<file path="config.mk">
export PLATFORM = sky130hd
export DESIGN_NAME = int_pri_enc32_flat
export DESIGN_NICKNAME = d
export VERILOG_FILES = /design/src/rtl/int_pri_enc32_if.sv /design/src/rtl/int_pri_enc32.sv /design/src/flat_wrapper.sv
export SDC_FILE = /design/constraint.sdc
export NUM_CORES = 1
export LEC_CHECK = 0
export ABC_AREA = 1
export CORE_AREA = 8 8 111 113
export DETAILED_ROUTE_END_ITERATION = 10
export DIE_AREA = 0 0 119 121
export PLACE_DENSITY = 0.8
export SYNTH_ARGS = -nofsm -noshare
export SYNTH_HDL_FRONTEND = slang
export SYNTH_SLANG_ARGS = --single-unit
</file>
<file path="constraint.sdc">
create_clock -name clk -period 4.85 [get_ports clk]
set_input_delay 0.97 -clock clk [delete_from_list [all_inputs] [get_ports clk]]
set_output_delay 0.97 -clock clk [all_outputs]
set_load 0.05 [all_outputs]
</file>
<file path="src/rtl/int_pri_enc32_if.sv">
`default_nettype none
// ============================================================================
// Module      : int_pri_enc32_if
// Description : Signal bundle between the interrupt sources/CPU control side
//               and the 32-source interrupt priority encoder.
//               slave  : the encoder (takes requests, presents int_req/int_id)
//               master : the CPU/peripheral side driving requests and control
// Ports       : irq[31:0], ie, mask_we, mask_wd[31:0], pend_clr[31:0],
//               int_ack, eoi  (master -> slave)
//               int_req, int_id[4:0], in_service, pending[31:0],
//               mask[31:0]    (slave -> master)
// Revision    : 1.0  initial release
// ============================================================================
interface int_pri_enc32_if;
  logic [31:0] irq;
  logic        ie;
  logic        mask_we;
  logic [31:0] mask_wd;
  logic [31:0] pend_clr;
  logic        int_ack;
  logic        eoi;
  logic        int_req;
  logic [4:0]  int_id;
  logic        in_service;
  logic [31:0] pending;
  logic [31:0] mask;

  modport slave (
    input  irq, ie, mask_we, mask_wd, pend_clr, int_ack, eoi,
    output int_req, int_id, in_service, pending, mask
  );

  modport master (
    output irq, ie, mask_we, mask_wd, pend_clr, int_ack, eoi,
    input  int_req, int_id, in_service, pending, mask
  );
endinterface
`default_nettype wire

</file>
<file path="src/rtl/int_pri_enc32.sv">
`default_nettype none
// ============================================================================
// Module      : int_pri_enc32
// Description : 32-source interrupt front end. Edge-detects raw requests into
//               a pending register, qualifies them with a software mask and
//               the global IE bit, and presents the lowest-numbered candidate
//               as a 5-bit ID with a req/ack/eoi handshake to the CPU.
// Ports       : clk   - system clock, rising edge
//               clrn  - asynchronous active-low reset
//               bus   - int_pri_enc32_if.slave (requests, mask, handshake)
// Revision    : 1.0  initial release
// ============================================================================
module int_pri_enc32 (
  input  wire               clk,
  input  wire               clrn,
  int_pri_enc32_if.slave    bus
);

  typedef enum logic [1:0] {
    IDLE    = 2'd0,
    REQ     = 2'd1,
    SERVICE = 2'd2
  } state_t;

  state_t      state_q, state_d;
  logic [31:0] irq_q;
  logic [31:0] pending_q, pending_d;
  logic [31:0] mask_q, mask_d;
  logic [4:0]  id_q, id_d;

  logic [31:0] w_rise;
  logic [31:0] w_cand;
  logic [31:0] w_ack_clr;
  logic [4:0]  w_enc;
  logic        w_ack_take;

  assign w_rise = bus.irq & ~irq_q;
  assign w_cand = pending_q & mask_q;

  // Lowest set index wins: scan from the top so the last hit is the lowest.
  always_comb begin
    w_enc = 5'd0;
    for (int i = 31; i >= 0; i--) begin
      if (w_cand[i]) w_enc = 5'(i);
    end
  end

  // An ack only counts while a request is actually being presented.
  assign w_ack_take = (state_q == REQ) && bus.int_ack;
  assign w_ack_clr  = w_ack_take ? (32'd1 << id_q) : 32'd0;

  // A fresh rising edge beats any clear landing in the same cycle.
  assign pending_d = w_rise | (pending_q & ~bus.pend_clr & ~w_ack_clr);
  assign mask_d    = bus.mask_we ? bus.mask_wd : mask_q;

  always_comb begin
    state_d = state_q;
    id_d    = id_q;
    case (state_q)
      IDLE: begin
        if (bus.ie && (w_cand != 32'd0)) begin
          state_d = REQ;
          id_d    = w_enc;
        end
      end
      REQ: begin
        // ID stays frozen here; ack outranks a simultaneous withdraw.
        if (bus.int_ack) begin
          state_d = SERVICE;
        end else if (!bus.ie || !w_cand[id_q]) begin
          state_d = IDLE;
        end
      end
      SERVICE: begin
        if (bus.eoi) state_d = IDLE;
      end
      default: state_d = IDLE;
    endcase
  end

  always_ff @(posedge clk or negedge clrn) begin
    if (!clrn) begin
      state_q   <= IDLE;
      irq_q     <= 32'd0;
      pending_q <= 32'd0;
      mask_q    <= 32'd0;
      id_q      <= 5'd0;
    end else begin
      state_q   <= state_d;
      irq_q     <= bus.irq;
      pending_q <= pending_d;
      mask_q    <= mask_d;
      id_q      <= id_d;
    end
  end

  assign bus.int_req    = (state_q == REQ);
  assign bus.in_service = (state_q == SERVICE);
  assign bus.int_id     = id_q;
  assign bus.pending    = pending_q;
  assign bus.mask       = mask_q;

endmodule
`default_nettype wire

</file>
<file path="src/flat_wrapper.sv">
// flat-port wrapper written by rule: the top's interface ports become plain ports
module int_pri_enc32_flat 
  (clk, clrn, bus_irq, bus_ie, bus_mask_we, bus_mask_wd, bus_pend_clr, bus_int_ack, bus_eoi, bus_int_req, bus_int_id, bus_in_service, bus_pending, bus_mask);
  int_pri_enc32_if bus_i ();
  input  wire clk;
  input  wire clrn;
  input wire logic [$bits(bus_i.irq)-1:0] bus_irq;
  input wire logic [$bits(bus_i.ie)-1:0] bus_ie;
  input wire logic [$bits(bus_i.mask_we)-1:0] bus_mask_we;
  input wire logic [$bits(bus_i.mask_wd)-1:0] bus_mask_wd;
  input wire logic [$bits(bus_i.pend_clr)-1:0] bus_pend_clr;
  input wire logic [$bits(bus_i.int_ack)-1:0] bus_int_ack;
  input wire logic [$bits(bus_i.eoi)-1:0] bus_eoi;
  output wire logic [$bits(bus_i.int_req)-1:0] bus_int_req;
  output wire logic [$bits(bus_i.int_id)-1:0] bus_int_id;
  output wire logic [$bits(bus_i.in_service)-1:0] bus_in_service;
  output wire logic [$bits(bus_i.pending)-1:0] bus_pending;
  output wire logic [$bits(bus_i.mask)-1:0] bus_mask;
  assign bus_i.irq = bus_irq;
  assign bus_i.ie = bus_ie;
  assign bus_i.mask_we = bus_mask_we;
  assign bus_i.mask_wd = bus_mask_wd;
  assign bus_i.pend_clr = bus_pend_clr;
  assign bus_i.int_ack = bus_int_ack;
  assign bus_i.eoi = bus_eoi;
  assign bus_int_req = bus_i.int_req;
  assign bus_int_id = bus_i.int_id;
  assign bus_in_service = bus_i.in_service;
  assign bus_pending = bus_i.pending;
  assign bus_mask = bus_i.mask;
  int_pri_enc32 u_core (.clk(clk), .clrn(clrn), .bus(bus_i));
endmodule
</file>
==> metrics.txt, run 1 <==
run status=finished, final reports clean; sum of buffers and inverters on the critical path=1; DRC violation total after the first TritonRoute iteration=about 240; number of sinks handled by clock tree synthesis=103; hold buffer count at CTS=0; I/O pin cnt=173; part of the cycle the worst path needs=0.6023; clock tree from TritonCTS=built; area share of fa/ha/maj cells after synthesis=0; # diodes=0; sort of element at the start of the critical path=register; final wirelength=14,200 um; drt wl/cell=about 18 um; met1 routed wirelength after detailed routing=5914 um; vertical die dimension=roughly 120 um; wire length of the first global-routing pass=23,100 um; total count of max-transition violations in the final report=0; Synthesis Warnings=0; leakage component of the power=between 3 and 4 nW; share of layout cells above drive strength 1=0.08670; syn nets=595; GRT Resource Usage Total=0.2009; number of remaining DRC errors=0; via-per-instance ratio=5.025; arrival time at the worst endpoint=1.95 ns; met2 wire length=6901 um; Final GP Congestion=0.8761; pin count of the biggest net entering global routing=68; fraction of the mapped netlist area in simple logic gates=0.1776; class of the worst hold path=register to register; sequential fraction of the synthesis area=0.5527; First-pass DRT Iterations=4; post-synth design cell area=0.004663 mm^2; #FFs+latches synth=slightly above 100; Max Clock Skew=approximately 0.0051 ns; Max Root-Sink Buffers=2; total clock buffers created by CTS=9; post-CTS setup-driven buffer insertion count=0; maximum resistive drop on vdd=between 200 and 250 uV; FP Rows=38; grt ovf=0; final number of hold-violating endpoints=0; count of buffers inserted at the top-level ports=172; worst slew margin relative to its limit=0.3750; setup repair after global routing missed its margin=false; post-synthesis area per instance=between 9 and 10 um^2; Chip Width=119 um; clock network latency to the later pin of the worst-skew pair=roughly 0.36 ns; clock transition at the register clock pins on the worst setup and hold paths after CTS=about 0.09 ns; initial cell density of the core=0.4398; placed wire-length estimate=11,090 um; transition time of the tightest slew-check pin=0.9341 ns; # H-tree levels=3; crit path capture type=output pin; number of antenna-violating nets in the routed design=0; portion of netlist area occupied by mux cells=0.07727; final setup violation count=0; synth unique cells=24; max cap viols=0; post-cts repair resize count=0; DIE AREA=approximately 0.014 mm^2; largest family of logic cells by synthesized area=simple AND/OR/NAND/NOR gates; count of mapped cells out of synthesis=493; Std-Cell Core Area=between 0.01 and 0.015 mm^2; post-synthesis share of cell area spent on xor and xnor gates=0; fraction of the mapped netlist area in compound gates=0.1191; highest routed layer=met4; number of antenna violations at the first check in global routing=0; routed wl met3=1071 um; Max stage delay cell, worst path=sky130_fd_sc_hd__clkdlybuf4s50_1; cell family contributing the most delay on the critical path=buffers and inverters; maximum fanout count along the critical path=14; CP max stage delay=about 0.91 ns; total via count after detailed routing=4,065; clock root cell=sky130_fd_sc_hd__clkbuf_8; required time of the worst setup path=slightly below 4 ns; setup TNS=0 ns; PwrDens=385.8 mW/mm^2; ordered cell list for the critical path=clkdlybuf4s50_1; signed area change from the synthesized netlist to the final layout=43.41%; startpoint-to-endpoint class of the critical path=register to output pin; post-layout minimum cycle time=2.921 ns; max frequency=0.3424 GHz; vias in the first global route=4,356; nets@finish=766; worst hold margin=0.4131 ns
## area by class of cell
type | instances | area (um^2)
clock buffers | 13 | 158.9
clock inverters | 3 | 17.52
fillers | 919 | 3915
inverters | 78 | 292.8
multi-input cells | 299 | 1744
flip-flops and latches | 103 | 2577
well taps | 140 | 175.2
repair buffers | 173 | 1722
## layer usage
layer / GRT usage / up-vias
li1: - / 1944
met1: 0.2418 / 1943
met2: 0.3354 / 153
met3: 0.06468 / 25
met4: 0.06403 / 0
met5: 0 / -
## cells in the mapped netlist
cell type                     n  area (um^2)
sky130_fd_sc_hd__a21oi_1      3        15.01
sky130_fd_sc_hd__o21bai_1     4        30.03
sky130_fd_sc_hd__o21ai_1     33        165.2
sky130_fd_sc_hd__o2111ai_1    1        8.760
sky130_fd_sc_hd__o211ai_1    33        247.7
sky130_fd_sc_hd__dfrtp_1    103         2577
sky130_fd_sc_hd__clkbuf_1    10        37.54
sky130_fd_sc_hd__nand2_4      9        101.4
sky130_fd_sc_hd__mux2_1      21        236.5
sky130_fd_sc_hd__o21ai_0      6        30.03
sky130_fd_sc_hd__a21oi_4      1        16.27
sky130_fd_sc_hd__nand4_1      7        43.79
sky130_fd_sc_hd__clkinv_1     1        3.750
sky130_fd_sc_hd__inv_1       74        277.8
sky130_fd_sc_hd__o31ai_1      4        30.03
sky130_fd_sc_hd__nand3b_1     1        7.510
sky130_fd_sc_hd__nand2_2     17        106.4
sky130_fd_sc_hd__buf_1        3        11.26
sky130_fd_sc_hd__mux2_2      11        123.9
sky130_fd_sc_hd__inv_2        3        11.26
sky130_fd_sc_hd__nor2_1      29        108.9
sky130_fd_sc_hd__a31oi_1      2        12.51
sky130_fd_sc_hd__nand3_1     17        85.08
sky130_fd_sc_hd__nand2_1    100        375.4
## metrics by stage
| step | util | setup WS [ns] | cell area [um^2] | cells | total power, W |
|---|---|---|---|---|---|
| 6_report | 0.6308 | 1.929 | 6688 | 809 | 0.002580 |
| 5_1_grt | 0.6308 | 1.863 | 6688 | 809 | 0.002726 |
| 3_3_place_gp | 0.6141 | 2.287 | 6511 | 793 | 0.002077 |
| 3_5_place_dp | 0.6141 | 2.198 | 6511 | 793 | 0.002092 |
| 4_1_cts | 0.6308 | 1.925 | 6688 | 809 | 0.002592 |
| 2_1_floorplan | - | 2.532 | 4663 | 493 | 0.001686 |
## state kept, by name, summed over array words and instances, names as in the netlist
signal and count:
u_core.bus.mask 32, u_core.state_q 2, u_core.bus.int_id 5, u_core.bus.pending 32
u_core.irq_q 32
## path summary, 6_finish.rpt
kind,start,to,slack [ns],depth (start not counted)
min in group asynchronous,clrn,u_core.bus.mask[28]$_DFFE_PN0P_,0.70,1
max reg2reg,u_core.bus.pending[31]$_DFF_PN0_,u_core.bus.int_id[0]$_DFFE_PN0P_,2.50,34
min,u_core.irq_q[30]$_DFF_PN0_,u_core.bus.pending[30]$_DFF_PN0_,0.41,1
min reg2reg,u_core.irq_q[30]$_DFF_PN0_,u_core.bus.pending[30]$_DFF_PN0_,0.41,1
max,u_core.bus.int_id[2]$_DFFE_PN0P_,bus_int_id[2],1.93,1
max in group asynchronous,clrn,u_core.bus.mask[26]$_DFFE_PN0P_,3.17,2
## worst register-to-register path: cells and delay by family, from the launching register on
| kind | cells | cell delay (ns) |
|---|---|---|
| flip-flops | 1 | 0.42 |
| AND/OR/NAND/NOR | 33 | 1.78 |
| buffers and inverters | 1 | 0.04 |
## placed cells by master (no fill, tap or decap), types with 3 or more instances in the layout
cell                                n
sky130_fd_sc_hd__clkdlybuf4s50_1  170
sky130_fd_sc_hd__dfrtp_1          103
sky130_fd_sc_hd__nand2_1          100
sky130_fd_sc_hd__inv_1             74
sky130_fd_sc_hd__o211ai_1          33
sky130_fd_sc_hd__o21ai_1           33
sky130_fd_sc_hd__nor2_1            29
sky130_fd_sc_hd__mux2_1            21
sky130_fd_sc_hd__nand3_1           17
sky130_fd_sc_hd__nand2_2           17
sky130_fd_sc_hd__mux2_2            11
sky130_fd_sc_hd__clkbuf_8          11
sky130_fd_sc_hd__nand2_4            9
sky130_fd_sc_hd__nand4_1            7
sky130_fd_sc_hd__o21ai_0            6
sky130_fd_sc_hd__o21bai_1           4
sky130_fd_sc_hd__o31ai_1            4
sky130_fd_sc_hd__inv_2              3
sky130_fd_sc_hd__a21oi_1            3
## cells by family (layout without fill, tap and decap cells)
family                 Yosys count  after routing
multiplexers                    32             32
AO/OA/AOI/OAI                   87             87
AND/OR/NAND/NOR                180            180
buffers and inverters           91            267
flip-flops                     103            103
## report_power, final
| group | switching, W | total [W] | internal [W] |
|---|---|---|---|
| registers | 0.000114 | 0.00106 | 0.000945 |
| clock network | 0.000286 | 0.000500 | 0.000214 |
| logic | 0.000667 | 0.00102 | 0.000354 |
| total | 0.00107 | 0.00258 | 0.00151 |
(Power assumes the default switching activity.)
==> run 2, diff against run 1 <==
- clock period: 4.85 -> 2.85 ns (I/O delays scaled with it)
==> run 2 against run 1 <==
Net effect: clock power up 100%; final cell count rose by 0.62%; global-route usage is 0.42 points higher; clock skew increased by 0.0038 ns; worst setup slack worse by 1.4 ns; first-iteration DRC count decreased by 14%; sequential share of layout area decreased by 0.55 points; register-to-register slack got worse by 2.0 ns; combinational power grew 81%; critical path depth rose by 2; non-clock buffer count up 5.
==> metrics.txt, run 2 (synthesized netlist as in run 1, its figures left out) <==
clock tree from TritonCTS=built; Chip Width=119 um (unchanged); launch point of the worst path=u_core.state_q[0]$_DFFE_PN0P_; final setup violation count=0 (unchanged); final design area excluding fillers=0.006784 mm^2 (+1.4%); required time of the worst setup path=2.28 ns (-1.60 ns); pin count of the biggest net entering global routing=57 (-16%); hold buffer count at CTS=0 (unchanged); maximum fanout count along the critical path=4 (-10); post-CTS setup-driven buffer insertion count=0 (unchanged); signed area change from the synthesized netlist to the final layout=45.48%; final wirelength=14,610 um (+2.9%); count of buffers inserted at the top-level ports=172 (unchanged); setup repair after global routing missed its margin=false; most common cell after layout, fill and taps aside=sky130_fd_sc_hd__clkdlybuf4s50_1; arrival time at the worst endpoint=1.79 ns (-0.16 ns); critical path endpoint=bus_int_req; First-pass DRT Iterations=5 (+1); post-cts repair resize count=0 (unchanged); post-layout minimum cycle time=2.358 ns; Register-to-Register Setup Slack=0.53 ns (-1.97 ns); initial cell density of the core=0.4398 (unchanged); PwrDens=681.2 mW/mm^2 (+77%); maximum resistive drop on vdd=355.4 uV (+72%); transition time of the tightest slew-check pin=0.7930 ns (-0.1411 ns); DIE AREA=0.01440 mm^2 (unchanged); sort of element at the start of the critical path=register; DRC violation total after the first TritonRoute iteration=203 (-14%); leakage component of the power=3.156 nW (+1.6%); number of antenna-violating nets in the routed design=0 (unchanged); final number of hold-violating endpoints=0 (unchanged); area after detailed placement=0.006561 mm^2 (+0.77%); # H-tree levels=3 (unchanged); Std-Cell Core Area=0.01060 mm^2 (unchanged); crit path capture type=output pin; vertical die dimension=121 um (unchanged); count of cells along the worst register-to-register path=34 (unchanged); clock root cell=sky130_fd_sc_hd__clkbuf_8; most frequent cells in the layout=sky130_fd_sc_hd__clkdlybuf4s50_1 (170), sky130_fd_sc_hd__dfrtp_1 (103), sky130_fd_sc_hd__nand2_1 (100); startpoint-to-endpoint class of the critical path=register to output pin; Reg2Reg Capture Point=u_core.bus.int_id[0]$_DFFE_PN0P_; number of antenna violations at the first check in global routing=0 (unchanged); vias in the first global route=4,473 (+2.7%); total count of max-transition violations in the final report=0 (unchanged); via-per-instance ratio=5.041 (+0.31%); clock network latency to the later pin of the worst-skew pair=0.37 ns (about the same); class of the worst hold path=input pin to async pin; FP Rows=38 (unchanged); wire length of the first global-routing pass=23,380 um (+1.2%); run status=finished, final reports clean; grt ovf=0 (unchanged); clock transition at the register clock pins on the worst setup and hold paths after CTS=0.09 ns (about the same); max cap viols=0 (unchanged); max frequency=0.4241 GHz; I/O pin cnt=173 (unchanged); nets@finish=771 (+0.65%); worst slew margin relative to its limit=0.4713 (+0.09634); Max Root-Sink Buffers=2 (unchanged); number of sinks handled by clock tree synthesis=103 (unchanged); critical register-to-register path startpoint=u_core.bus.pending[31]$_DFF_PN0_; # diodes=0 (unchanged); part of the cycle the worst path needs=0.8274; GRT Resource Usage Total=0.2051 (+0.004183); drt wl/cell=17.94 um (+2.2%); total clock buffers created by CTS=9 (unchanged); final total power=0.004621 W (+79%); Max Clock Skew=0.008909 ns (+0.003842 ns); setup TNS=0 ns (unchanged); share of layout cells above drive strength 1=0.09496 (+0.008259); Final GP Congestion=0.8897 (+1.6%); total via count after detailed routing=4,103 (+0.93%); number of remaining DRC errors=0 (unchanged); placed wire-length estimate=11,540 um (+4.1%)
run 2: cell count changes in the layout (fill, tap and decap cells not counted), sizes merged:
cell | previous run | this run
buf | 3 | 8
clkbuf | 13 | 11
bufinv | 0 | 2
run 2: how the worst min path moves through the flow:
stage | start | slack, ns | endpoint
2_1_floorplan | clrn | 0.27 | u_core.bus.int_id[0]$_DFFE_PN0P_
3_3_place_gp | u_core.irq_q[8]$_DFF_PN0_ | 0.39 | u_core.bus.pending[8]$_DFF_PN0_
3_5_place_dp | u_core.irq_q[27]$_DFF_PN0_ | 0.40 | u_core.bus.pending[27]$_DFF_PN0_
4_1_cts | clrn | 0.23 | u_core.irq_q[28]$_DFF_PN0_
5_1_grt | clrn | 0.25 | u_core.irq_q[6]$_DFF_PN0_
6_report | clrn | 0.21 | u_core.bus.mask[30]$_DFFE_PN0P_
run 2: cell type report:
class                   count  area (um^2)
inverters                  78        292.8
clock inverters             5        81.33
multi-input cells         299         1744
clock buffers              11        141.4
well taps                 140        175.2
flip-flops and latches    103         2577
fillers                   886         3819
repair buffers            178         1772
run 2: through the flow:
| step | util | setup slack (ns) | instances | hold slack [ns] |
|---|---|---|---|---|
| floorplan | - | 0.5319 | 493 | 0.2744 |
| global placement | 0.6188 | 0.5933 | 798 | 0.3932 |
| detailed placement | 0.6188 | 0.5609 | 798 | 0.3984 |
| CTS | 0.6398 | 0.4657 | 814 | 0.2260 |
| global route | 0.6398 | 0.1917 | 814 | 0.2525 |
| finish | 0.6398 | 0.4918 | 814 | 0.2094 |
run 2: layer usage:
| metal | GRT usage | routed length [um] |
|---|---|---|
| met2 | 0.3502 | 7143 |
| met1 | 0.2382 | 6004 |
| met3 | 0.05770 | 1060 |
| met4 | 0.08538 | 396 |
| met5 | 0 | 0 |
run 2: power breakdown:
group	switching (W)	total, W	leakage (nW)	internal [W]
registers	0.000148	0.00176	1.23	0.00161
clock network	0.000499	0.00102	0.110	0.000520
logic	0.00120	0.00185	1.82	0.000646
total	0.00185	0.00462	3.16	0.00277
run 2: critical path: stages (launching register included):
cell	delay [ns]
sky130_fd_sc_hd__dfrtp_1	0.39
sky130_fd_sc_hd__inv_1	0.05
sky130_fd_sc_hd__nor2_1	0.15
sky130_fd_sc_hd__clkdlybuf4s50_1	0.84
==> run 3, diff against run 2 <==
- CORE_AREA: 8 8 111 113 -> 8 8 117 119
- DIE_AREA: 0 0 119 121 -> 0 0 125 127
- PLACE_DENSITY: 0.8 -> 0.76
- clock period: 2.85 -> 1.94 ns (I/O delays scaled with it)
==> run 3 against run 2 <==
Net effect: the run now ends with negative setup slack left; largest power group unchanged; hold slack better by 0.20 ns; clock power is 99% higher; design area is 3.5% higher; routed wire length is 3.2% higher; worst setup slack worse by 0.77 ns; global-route usage is 1.4 points lower; largest cell class unchanged; utilization is 4.5 points lower; via count is 2.1% higher; critical path type is now register to register; first-iteration DRC count is 18% lower; die area is 10% higher; highest routed layer unchanged.
==> metrics.txt, run 3 (synthesized netlist as in run 1, its figures left out) <==
maximum resistive drop on vdd=648.5 uV (+82%); part of the cycle the worst path needs=1.142; # diodes=0 (unchanged); vias in the first global route=4,587 (+2.5%); CP max stage delay=0.41 ns (-0.43 ns); class of the worst hold path=register to register; First-pass DRT Iterations=4 (-1); PwrDens=1058 mW/mm^2 (+55%); number of antenna-violating nets in the routed design=0 (unchanged); run status=finished with violations; transition time of the tightest slew-check pin=0.5257 ns (-0.2673 ns); switch share=0.3742 (-0.02557); Max stage delay cell, worst path=sky130_fd_sc_hd__dfrtp_2; clock root cell=sky130_fd_sc_hd__clkbuf_16; number of cells in the design after placement=832 (+4.3%); FP Rows=40 (+5.3%); grt ovf=0 (unchanged); nets@finish=800 (+3.8%); final number of hold-violating endpoints=0 (unchanged); Chip Width=125 um (+5.0%); cell internal power dissipation=0.004650 W (+68%); cell family contributing the most delay on the critical path=simple AND/OR/NAND/NOR gates; worst hold margin=0.4070 ns (+0.1976 ns); wire length of the first global-routing pass=24,030 um (+2.8%); non-filler instance count after layout=850 (+4.4%); number of antenna violations at the first check in global routing=0 (unchanged); arrival time at the worst endpoint=2.44 ns (+0.65 ns); combinational fraction of design power=0.380 (-0.019); FILL cells=1,005 (+13%); worst slew margin relative to its limit=0.6509 (+0.1796); violations in the final reports=negative setup slack; share of total power in sequential cells=0.347 (-0.033); Max Clock Skew=0.006838 ns (-0.002071 ns); initial cell density of the core=0.3948 (-0.04501); # H-tree levels=3 (unchanged); maximum fanout count along the critical path=2 (-2); clock tree from TritonCTS=built; share of layout cells above drive strength 1=0.2461 (+0.1511); required time of the worst setup path=2.17 ns (-0.11 ns); placed wire-length estimate=11,970 um (+3.7%); cell with the most instances on the worst path=sky130_fd_sc_hd__nand2_1; clock network latency to the later pin of the worst-skew pair=0.34 ns (-0.03 ns); I/O pin cnt=173 (unchanged); Max Root-Sink Buffers=2 (unchanged); GRT Resource Usage Total=0.1908 (-0.01431); Setup WS pre-CTS=-0.2098 ns (-0.7707 ns); leakage component of the power=3.434 nW (+8.8%); NetSw=0.002780 W (+50%); minimum setup slack in the final design=-0.2757 ns (-0.7676 ns); startpoint of the lowest-slack hold path=u_core.irq_q[6]$_DFF_PN0_; relative contribution of the clock network to total power=0.273 (+0.053); total via count after detailed routing=4,188 (+2.1%); DIE AREA=0.01588 mm^2 (+10%); max frequency=between 0.4 and 0.5 GHz; clock transition at the register clock pins on the worst setup and hold paths after CTS=0.06 ns (-0.03 ns); DRC violation total after the first TritonRoute iteration=167 (-18%); launch point of the worst path=u_core.bus.pending[31]$_DFF_PN0_; Std-Cell Core Area=0.01181 mm^2 (+11%); signed area change from the synthesized netlist to the final layout=50.63%; post-layout minimum cycle time=2.216 ns; number of sinks handled by clock tree synthesis=103 (unchanged); count of buffers inserted at the top-level ports=172 (unchanged); number of remaining DRC errors=0 (unchanged); via-per-instance ratio=4.927 (-2.3%); total clock buffers created by CTS=9 (unchanged); total count of max-transition violations in the final report=0 (unchanged); startpoint-to-endpoint class of the critical path=register to register; max cap viols=0 (unchanged); most common cell after layout, fill and taps aside=sky130_fd_sc_hd__clkdlybuf4s50_1; Final GP Congestion=0.8860 (-0.42%); pin count of the biggest net entering global routing=41 (-28%); sum of buffers and inverters on the critical path=1 (-1); most frequent cells in the layout=sky130_fd_sc_hd__clkdlybuf4s50_1 (99), sky130_fd_sc_hd__nand2_1 (98), sky130_fd_sc_hd__buf_4 (98); final wirelength=15,080 um (+3.2%); final setup violation count=2 (+2); Register-to-Register Setup Slack=-0.28 ns (-0.81 ns); critical register-to-register path startpoint=u_core.bus.pending[31]$_DFF_PN0_; drt wl/cell=17.74 um (-1.2%); setup repair after global routing missed its margin=true; crit path capture type=register; vertical die dimension=127 um (+5.0%); sort of element at the start of the critical path=register
run 3: layout make-up:
| class | count | area, um^2 | share of cell area |
|---|---|---|---|
| sequential | 103 | 2590 | 0.3687 |
| multi-input combinational | 299 | 1754 | 0.2497 |
| timing repair buffer | 207 | 1872 | 0.2665 |
| clock inverter | 4 | 95.09 | 0.01354 |
| tap | 147 | 183.9 | 0.02618 |
| clock buffer | 12 | 236.5 | 0.03367 |
| inverter | 78 | 292.8 | 0.04168 |
run 3: worst reg2reg max path, delay by kind of cell (launching register included):
family                 cells  cell delay (ns)
buffers and inverters      1             0.04
flip-flops                 1             0.41
AND/OR/NAND/NOR           33             1.65
run 3: power groups by stage:
stage          clock (W)  sequential, W  combinational, W
2_1_floorplan          0        0.00320           0.00103
5_1_grt          0.00215        0.00261           0.00304
3_3_place_gp           0        0.00260           0.00276
4_1_cts          0.00205        0.00258           0.00282
6_report         0.00203        0.00258           0.00283
3_5_place_dp           0        0.00262           0.00281
run 3: final timing paths:
kind | to | depth (start not counted)
setup / recovery | u_core.bus.int_id[0]$_DFFE_PN0P_ | 34
max in group asynchronous | u_core.bus.pending[17]$_DFF_PN0_ | 3
hold reg to reg | u_core.bus.pending[6]$_DFF_PN0_ | 1
setup reg to reg | u_core.bus.int_id[0]$_DFFE_PN0P_ | 34
min in group asynchronous | u_core.irq_q[10]$_DFF_PN0_ | 2
hold / removal | u_core.bus.pending[6]$_DFF_PN0_ | 1
run 3: layer usage:
layer | GRT usage | share of wire | up-vias
met5 | 0 | 0 | -
li1 | - | - | 2008
met2 | 0.3282 | 0.49 | 166
met1 | 0.2254 | 0.42 | 1989
met4 | 0.06805 | 0.025 | 0
met3 | 0.05158 | 0.066 | 25
run 3: metrics by stage:
step	instance area (um^2)	TNS [ns]	utilization	power (W)
after floorplan	4681	-0.2339	-	0.004223
after global placement	6670	-0.1872	0.5647	0.005364
after detailed placement	6670	-0.2098	0.5647	0.005424
after CTS	7009	-0.2563	0.5934	0.007455
after global routing	7024	-1.029	0.5947	0.007798
final	7024	-0.3619	0.5947	0.007429
run 3: repair_timing:
action                                  CTS  global route
resized for setup                         2             4
hold endpoints to repair                 28             0
pin swaps                                 0             6
buffers inserted                          0             1
hold buffers                              1             0
endpoints found under the setup margin    3             3
